===== src/rtl/countgen_pkg.sv =====
`timescale 1ns/1ps
// Shared types and helpers for the countgen generator and its downstream meter.
package countgen_pkg;

  localparam int COUNTGEN_WIDTH = 32;

  typedef enum logic [1:0] {
    IDLE    = 2'd0,
    ARM     = 2'd1,
    MEASURE = 2'd2
  } meter_state_t;

  // Increment that sticks at the all-ones value of a width-bit counter.
  function automatic logic [63:0] sat_inc(input logic [63:0] value, input int width);
    logic [63:0] max_v;
    max_v = (64'd1 << width) - 64'd1;
    if (value >= max_v) begin
      return max_v;
    end else begin
      return value + 64'd1;
    end
  endfunction

endpackage


===== src/rtl/countgen_sync.sv =====
`timescale 1ns/1ps
// Multi-flop synchroniser for an asynchronous level, followed by a history
// flop that turns the synchronised level into single-cycle edge pulses.
module countgen_sync #(
  parameter int SYNC_STAGES = 2
) (
  input  logic clk,
  input  logic rst,
  input  logic async_in,
  output logic rise,
  output logic fall
);

  logic [SYNC_STAGES-1:0] sync_r;
  logic                   hist_r;

  // Synchroniser shift chain and edge-history flop
  always_ff @(posedge clk) begin
    if (rst) begin
      sync_r <= {SYNC_STAGES{1'b0}};
      hist_r <= 1'b0;
    end else begin
      sync_r <= {sync_r[SYNC_STAGES-2:0], async_in};
      hist_r <= sync_r[SYNC_STAGES-1];
    end
  end

  assign rise = sync_r[SYNC_STAGES-1] & ~hist_r;
  assign fall = ~sync_r[SYNC_STAGES-1] & hist_r;

endmodule


===== src/rtl/countgen_meter.sv =====
`timescale 1ns/1ps
// Measures period and high time of the countgen square wave, counts its rising
// edges, watches for loss of signal and offers results over valid/ready.
module countgen_meter
  import countgen_pkg::*;
#(
  parameter int WIDTH       = COUNTGEN_WIDTH,
  parameter int SYNC_STAGES = 2
) (
  input  logic             clk,
  input  logic             rst,
  input  logic             sig_in,
  input  logic             enable,
  input  logic             clear,
  input  logic [WIDTH-1:0] timeout,
  output logic [WIDTH-1:0] meas_period,
  output logic [WIDTH-1:0] meas_high,
  output logic             meas_valid,
  input  logic             meas_ready,
  output logic [WIDTH-1:0] edge_count,
  output logic             timeout_flag,
  output logic             overrun
);

  localparam logic [WIDTH-1:0] CNT_ZERO = {WIDTH{1'b0}};
  localparam logic [WIDTH-1:0] CNT_ONE  = {{(WIDTH-1){1'b0}}, 1'b1};

  meter_state_t     state_r, state_s;
  logic [WIDTH-1:0] period_cnt_r, period_cnt_s;
  logic [WIDTH-1:0] high_cnt_r, high_cnt_s;
  logic             high_done_r, high_done_s;
  logic [WIDTH-1:0] period_inc_s, high_inc_s, cap_high_s;
  logic             rise_s, fall_s;
  logic             capture_s, timeout_hit_s, timeout_due_s, drop_s;

  countgen_sync #(.SYNC_STAGES(SYNC_STAGES)) u_sync (
    .clk      (clk),
    .rst      (rst),
    .async_in (sig_in),
    .rise     (rise_s),
    .fall     (fall_s)
  );

  // Next-state and counter update; period_cnt doubles as the timeout timer
  always_comb begin
    state_s       = state_r;
    period_cnt_s  = period_cnt_r;
    high_cnt_s    = high_cnt_r;
    high_done_s   = high_done_r;
    capture_s     = 1'b0;
    timeout_hit_s = 1'b0;
    period_inc_s  = WIDTH'(sat_inc(64'(period_cnt_r), WIDTH));
    high_inc_s    = WIDTH'(sat_inc(64'(high_cnt_r), WIDTH));
    cap_high_s    = high_done_r ? high_cnt_r : period_cnt_r;
    timeout_due_s = (timeout != CNT_ZERO) && (period_cnt_r >= timeout);
    if (!enable) begin
      state_s      = IDLE;
      period_cnt_s = CNT_ZERO;
      high_cnt_s   = CNT_ZERO;
      high_done_s  = 1'b0;
    end else begin
      case (state_r)
        IDLE: begin
          state_s      = ARM;
          period_cnt_s = CNT_ONE;
        end
        ARM: begin
          if (timeout_due_s) begin
            timeout_hit_s = 1'b1;
            period_cnt_s  = CNT_ONE;
          end else if (rise_s) begin
            state_s      = MEASURE;
            period_cnt_s = CNT_ONE;
            high_cnt_s   = CNT_ONE;
            high_done_s  = 1'b0;
          end else begin
            period_cnt_s = period_inc_s;
          end
        end
        MEASURE: begin
          if (timeout_due_s) begin
            timeout_hit_s = 1'b1;
            state_s       = ARM;
            period_cnt_s  = CNT_ONE;
            high_cnt_s    = CNT_ZERO;
            high_done_s   = 1'b0;
          end else if (rise_s) begin
            capture_s    = 1'b1;
            period_cnt_s = CNT_ONE;
            high_cnt_s   = CNT_ONE;
            high_done_s  = 1'b0;
          end else begin
            period_cnt_s = period_inc_s;
            if (high_done_r) begin
              high_cnt_s = high_cnt_r;
            end else if (fall_s) begin
              high_done_s = 1'b1;
            end else begin
              high_cnt_s = high_inc_s;
            end
          end
        end
        default: begin
          state_s      = IDLE;
          period_cnt_s = CNT_ZERO;
          high_cnt_s   = CNT_ZERO;
          high_done_s  = 1'b0;
        end
      endcase
    end
  end

  assign drop_s = capture_s && meas_valid && !meas_ready;

  // FSM state and measurement counters
  always_ff @(posedge clk) begin
    if (rst) begin
      state_r      <= IDLE;
      period_cnt_r <= CNT_ZERO;
      high_cnt_r   <= CNT_ZERO;
      high_done_r  <= 1'b0;
    end else begin
      state_r      <= state_s;
      period_cnt_r <= period_cnt_s;
      high_cnt_r   <= high_cnt_s;
      high_done_r  <= high_done_s;
    end
  end

  // Output register: a stalled consumer keeps the old result, new one is dropped
  always_ff @(posedge clk) begin
    if (rst) begin
      meas_period <= CNT_ZERO;
      meas_high   <= CNT_ZERO;
      meas_valid  <= 1'b0;
    end else if (capture_s && !drop_s) begin
      meas_period <= period_cnt_r;
      meas_high   <= cap_high_s;
      meas_valid  <= 1'b1;
    end else if (meas_valid && meas_ready) begin
      meas_valid <= 1'b0;
    end
  end

  // Sticky flags and edge counter; a set event beats a simultaneous clear
  always_ff @(posedge clk) begin
    if (rst) begin
      overrun      <= 1'b0;
      timeout_flag <= 1'b0;
      edge_count   <= CNT_ZERO;
    end else begin
      overrun      <= drop_s || (overrun && !clear);
      timeout_flag <= timeout_hit_s || (timeout_flag && !clear);
      edge_count   <= (clear ? CNT_ZERO : edge_count) + ((rise_s && enable) ? CNT_ONE : CNT_ZERO);
    end
  end

endmodule


===== config.mk =====
export PLATFORM = sky130hd
export DESIGN_NAME = countgen_meter
export DESIGN_NICKNAME = d
export VERILOG_FILES = /design/src/rtl/countgen_pkg.sv /design/src/rtl/countgen_sync.sv /design/src/rtl/countgen_meter.sv
export SDC_FILE = /design/constraint.sdc
export NUM_CORES = 1
export LEC_CHECK = 0
export CAP_MARGIN = 20
export CORE_MARGIN = 2
export CORE_UTILIZATION = 49
export CTS_CLUSTER_DIAMETER = 100
export DETAILED_ROUTE_END_ITERATION = 10
export HOLD_SLACK_MARGIN = 0.1
export PLACE_DENSITY = 0.75
export SYNTH_ARGS = -nofsm -noshare
export SYNTH_HDL_FRONTEND = slang
export SYNTH_SLANG_ARGS = --single-unit
export TNS_END_PERCENT = 1

===== constraint.sdc =====
create_clock -name clk -period 3.36 [get_ports clk]
set_input_delay 0.504 -clock clk [delete_from_list [all_inputs] [get_ports clk]]
set_output_delay 0.504 -clock clk [all_outputs]
set_load 0.03 [all_outputs]

==> flow_metrics.tcl, run 1 <==
set metrics [dict create \
    outcome "completed" \
    cts_root_buf "clkbuf_16" \
    p_leak_uw 0.00406 \
    die_area_sq_um 18400 \
    timing.setup.tns_ns 0 \
    whs_ns 0.450 \
    yosysUniqueCellTypes 62 \
    worstPathRequired_ns 3.71 \
    p_sw_frac 0.221 \
    antenna_cells 0 \
    pwr-share-clk 0.471 \
    cp-start-kind "primary input" \
    routedWlPerCell_um 16.1 \
    drive_above_1_share 0.118 \
    crit_arrival_ns 3.60 \
    relSlewSlack 0.401 \
    worstRegToRegCells 13 \
    hold_viol_final 0 \
    maxCapViolCount 0 \
    r2r_setup_slack_ns 0.23 \
    rsz0062_at_grt "true" \
    power_density_nw_per_um2 373 \
    fin_crit_ns 3.25 \
    antenna_found_initial 0 \
    fill_cells 1453 \
    final_common_cell "dfxtp_1" \
    ys_ff_latch 169 \
    rr_endpoint "state_r[0]" \
    chipHeight_um 136 \
    clk_pin_slew_ns 0.06 \
    rows 48 \
    path_class "in -> reg" \
    tritoncts "built" \
    netlist_area_sq_um 8500 \
    routed_wirelength_mm 23.0 \
    dr_total_vias 7985 \
    avgViaCountPerCell 5.60 \
    worstMarginPinSlew_ns 0.898 \
    grt_overflow 0 \
    irDropWorstVdd_mv 0.362 \
    dp_hpwl_mm 16.8 \
    layout_common_cells "168 x dfxtp_1, 135 x clkdlybuf4s50_1, 121 x nor2_1" \
    end_kind "flip-flop" \
    cts_max_path_buffers 2 \
    setup_viol 0 \
    dieWidth_um 136 \
    worst_slack_ns 0.113 \
    ys_seq_area_frac 0.398 \
    startpoint "timeout[0]" \
    core_area_sq_um 17100 \
    cts_buffers 17 \
    post-route-drc-count 0 \
    ios 137 \
    path_max_fanout 5 \
    slew_viol_final 0 \
    p_int_uw 3280 \
    grt_pass1_wl_mm 37.3 \
    nets 1270 \
    combPwrFrac 0.052 \
    grt_max_degree 82 \
    clock_skew_ns 0.0113 \
    drt_iter0_markers 405 \
    first_pass_iters 5 \
    async_flop_share 0 \
    io_buffers 136 \
    areaGrowthSynthToFinish_pct 32.9 \
    fmax_mhz 308 \
    routabilityCongestion 0.854 \
    power.total_uw 4210 \
    synth_ff_type "dfxtp_1" \
    hold_path_class "reg -> reg" \
    rr_startpoint "period_cnt_r[0]" \
    grt_pass1_vias 7423 \
    start_util 0.496 \
    syn_avg_cell_area_sq_um 8.47 \
    synthesis.nets 1082 \
    endpoint "state_r[0]" \
    insertion_delay_ns 0.43 \
    synth-edff-count 0 \
    min_period_over_period 0.966 \
    ctsHtreeMaxLevel 4 \
    syn_inst 1003 \
    hold_buffers 0 \
    antenna_left 0 \
    pwr-share-seq 0.478 \
    pre_cts_ws_ns -0.560 \
    synth-warning-count 0 \
    power.switching_uw 932 \
    grtUsageTotal 0.253 \
    clock-sinks 169 \
]
-- Yosys cell counts, types with 13 or more instances --
library cell,number,area (sq um)
nor4_1,13,81.3
inv_1,60,225
nand2_1,56,210
and3_1,17,106
xnor2_1,25,219
nor2_1,121,454
nor3_1,17,85.1
mux2i_1,64,641
xor2_1,21,184
o21ai_1,14,70.1
dfxtp_1,169,3380
a21oi_1,71,355
ha_1,41,513
a211oi_1,36,270
clkbuf_1,44,165
o21ai_0,34,170
nand4_1,30,188
nor2b_1,15,93.8
nand3_1,32,160
-- metrics by stage --
| stage | cells | instance area (sq um) | util |
|---|---|---|---|
| floorplan | 1003 | 8500 | - |
| global placement | 1396 | 10700 | 0.622 |
| detailed placement | 1396 | 10700 | 0.622 |
| CTS | 1426 | 11200 | 0.657 |
| global route | 1427 | 11300 | 0.660 |
| finish | 1427 | 11300 | 0.660 |
-- final cells by class --
type | count | area, sq um | share of cell area
clock inverters | 11 | 148 | 0.0131
multi-input cells | 716 | 4690 | 0.415
clock buffers | 19 | 433 | 0.0383
well taps | 225 | 282 | 0.0249
inverters | 60 | 225 | 0.0199
repair buffers | 227 | 2130 | 0.189
flip-flops and latches | 169 | 3380 | 0.300
-- worst min-delay path by stage --
stage	startpoint	end	slack, ns	cells past startpoint
global placement	timeout_flag	timeout_flag	0.44	2
global route	timeout_flag	timeout_flag	0.47	2
floorplan	u_sync.sync_r[0]	u_sync.sync_r[1]	0.41	1
CTS	timeout_flag	timeout_flag	0.45	2
finish	timeout_flag	timeout_flag	0.45	2
detailed placement	timeout_flag	timeout_flag	0.44	2
-- power by group through the flow --
stage	registers [uW]	clock network (uW)	logic, uW
after floorplan	2060	0	102
after global placement	2060	0	211
after detailed placement	2060	0	214
after CTS	2010	2000	216
after global routing	2010	2080	237
final	2010	1980	217
-- cell families (layout without fill, tap and decap cells) --
group / after synthesis / after routing / share of synthesized area
AOI/OAI and AO/OA: 211 / 211 / 0.155
xor gates and xnor gates: 46 / 46 / 0.0474
adders and majority gates: 41 / 41 / 0.0604
buffers and inverters: 118 / 317 / 0.0560
DFF: 169 / 169 / 0.398
muxes: 65 / 65 / 0.0767
and+or+nand+nor: 353 / 353 / 0.206
-- metal layers --
layer  wire [um]  vias up  GRT usage  share of wire
li1            -     3934          -              -
met1       10500     3752      0.343           0.46
met2       10800      265      0.414           0.47
met4         399        0     0.0729          0.017
met3        1330       34     0.0464          0.058
met5           0        -          0              0
-- registers in the layout (all words and copies together), names as in the netlist --
register and cells:
meas_period 32, meas_valid 1, u_sync.hist_r 1, high_done_r 1
overrun 1, period_cnt_r 32, state_r 2, high_cnt_r 32
timeout_flag 1, u_sync.sync_r 2, meas_high 32, edge_count 32
-- critical path: stages --
cell             delay [ns]
clkdlybuf4s50_1        0.42
ha_1                   0.30
nand2b_1               0.15
a2111o_1               0.46
a311oi_4               0.26
a31oi_4                0.17
buf_4                  0.18
nor2_4                 0.19
buf_4                  0.15
buf_4                  0.12
a21boi_1               0.08
or4_1                  0.48
a21oi_1                0.14
-- what timing repair did --
action	in CTS	in global routing
gates cloned	0	0
gates resized for setup	3	7
pin swaps	0	3
setup buffers	0	1
setup endpoints to repair	24	82
No activity file was read; power rests on OpenSTA's default activity.
==> run 2, diff against run 1 <==
--- a/config.mk
+++ b/config.mk
@@ -7,11 +7,13 @@
 export LEC_CHECK = 0
 export CAP_MARGIN = 20
 export CORE_MARGIN = 2
-export CORE_UTILIZATION = 49
+export CORE_UTILIZATION = 44
 export CTS_CLUSTER_DIAMETER = 100
 export DETAILED_ROUTE_END_ITERATION = 10
 export HOLD_SLACK_MARGIN = 0.1
-export PLACE_DENSITY = 0.75
+export PLACE_DENSITY = 0.68
+export SKIP_LAST_GASP = 1
+export SLEW_MARGIN = 10
 export SYNTH_ARGS = -nofsm -noshare
 export SYNTH_HDL_FRONTEND = slang
 export SYNTH_SLANG_ARGS = --single-unit
==> flow_metrics.tcl, run 2 (synthesized netlist as in run 1, its figures left out) <==
set metrics [dict create \
    clock_skew_ns 0.00547 \
    nets 1259 \
    antenna_left 0 \
    grtUsageMet3 0.0436 \
    maxCapViolCount 0 \
    drt_iter0_markers 436 \
    antenna_found_initial 0 \
    cpPeakStageDelay_ns 0.53 \
    fmax_mhz 309 \
    path_cells "clkdlybuf4s50_1 > inv_1 > ha_1 > a211oi_2 > nor4_1 > buf_4 > a311oi_2 > a31oi_4 > or4_1 > buf_6 > nor2_4 > buf_12 > a21o_1 > a22o_1" \
    post-route-util 0.597 \
    timing.setup.tns_ns 0 \
    worstPathRequired_ns 3.73 \
    end_kind "flip-flop" \
    dp_hpwl_mm 17.2 \
    hold_viol_final 0 \
    path_class "in -> reg" \
    crit_arrival_ns 3.61 \
    cts_buffers 17 \
    grtUsageTotal 0.237 \
    insertion_delay_ns 0.43 \
    rr_startpoint "period_cnt_r[0]" \
    antenna_cells 0 \
    clock-sinks 169 \
    power_density_nw_per_um2 385 \
    hold_buffers 0 \
    slew_viol_final 0 \
    post-route-drc-count 0 \
    grt_pass1_wl_mm 38.3 \
    hold_path_class "reg -> reg" \
    hold_start "u_sync.sync_r[0]" \
    worstRegToRegCells 12 \
    grt_overflow 0 \
    min_period_over_period 0.964 \
    cts_max_path_buffers 2 \
    fin_crit_ns 3.24 \
    startpoint "timeout[5]" \
    rows 50 \
    gr-max-usage-layer "met2" \
    chipHeight_um 143 \
    critPathSlowestCell "or4_1" \
    grt_pass1_vias 7401 \
    start_util 0.451 \
    combPwrFrac 0.048 \
    setup_viol 0 \
    final_common_cell "dfxtp_1" \
    whs_ns 0.441 \
    routed_wirelength_mm 23.7 \
    relSlewSlack 0.402 \
    tritoncts "built" \
    p_sw_frac 0.225 \
    layout_common_cells "168 x dfxtp_1, 135 x clkdlybuf4s50_1, 121 x nor2_1" \
    core_area_sq_um 18800 \
    outcome "completed" \
    power.switching_uw 972 \
    dieWidth_um 143 \
    multi_input_area_sq_um 4660 \
    ctsHtreeMaxLevel 4 \
    cp-start-kind "primary input" \
    p_leak_uw 0.00401 \
    routedWlPerCell_um 16.3 \
    p_int_uw 3350 \
    fill_cells 1693 \
    rsz0062_at_grt "true" \
    die_area_sq_um 20400 \
    first_pass_iters 5 \
    worstMarginPinSlew_ns 0.896 \
    grt_max_degree 82 \
    cts_root_buf "clkbuf_16" \
    dr_total_vias 7877 \
    hold_depth 1 \
    drive_above_1_share 0.111 \
    seq_area_sq_um 3380 \
    ios 137 \
    clk_pin_slew_ns 0.06 \
    io_buffers 136 \
    pwr-share-seq 0.465 \
    avgViaCountPerCell 5.42 \
    irDropWorstVdd_mv 0.391 \
    routabilityCongestion 0.839 \
    path_max_fanout 17 \
    met1_usage 0.326 \
    pwr-share-clk 0.487 \
    grtUsageMet2 0.386 \
    areaGrowthSynthToFinish_pct 32.4 \
]
run 2: cell types whose count changed in the layout (fill, tap and decap cells not counted), sizes merged:
cell	delta
clkinvlp	+2
bufinv	+1
buf	-11
clkbuf	-1
run 2: timing repair:
action                                  CTS  global route
setup buffers                             0             0
endpoints found under the setup margin    0            56
hold endpoints to repair                  0             0
resized for setup                         0             6
run 2: critical path: cells and delay by family:
family | cells | cell delay (ns)
compound gates | 5 | 1.01
buf+inv | 5 | 1.00
simple gates | 3 | 0.77
fa+ha+maj | 1 | 0.32
run 2: final cells by class:
| type | instances | area share |
|---|---|---|
| Sequential cell | 169 | 0.301 |
| Multi-Input combinational cell | 716 | 0.415 |
| Timing Repair Buffer | 216 | 0.180 |
| Clock inverter | 14 | 0.0175 |
| Inverter | 60 | 0.0200 |
| Tap cell | 260 | 0.0289 |
| Clock buffer | 18 | 0.0382 |
run 2: path summary, 6_finish.rpt:
kind | end | slack (ns)
setup / recovery | high_cnt_r[21] | 0.12
hold / removal | u_sync.sync_r[1] | 0.44
setup reg to reg | high_cnt_r[21] | 0.23
hold reg to reg | u_sync.sync_r[1] | 0.44
run 2: through the flow:
stage                     cell area (sq um)  cells  power, uW  setup WS (ns)
after floorplan                        8500   1003       2160          0.189
after global placement                10600   1421       2260         -0.322
after detailed placement              10600   1421       2260         -0.399
after CTS                             11200   1453       4350         0.0402
after global routing                  11200   1453       4460        -0.0189
final                                 11200   1453       4330          0.121
run 2: layer usage:
layer	part of all wire	up-vias
met5	0	-
met3	0.062	19
met2	0.46	258
met1	0.46	3689
li1	-	3911
met4	0.012	0
run 2: power groups by stage:
stage | clock (uW) | sequential [uW] | combinational [uW]
floorplan | 0 | 2060 | 102
global placement | 0 | 2060 | 205
detailed placement | 0 | 2060 | 206
CTS | 2130 | 2010 | 208
global route | 2220 | 2010 | 228
finish | 2110 | 2010 | 208
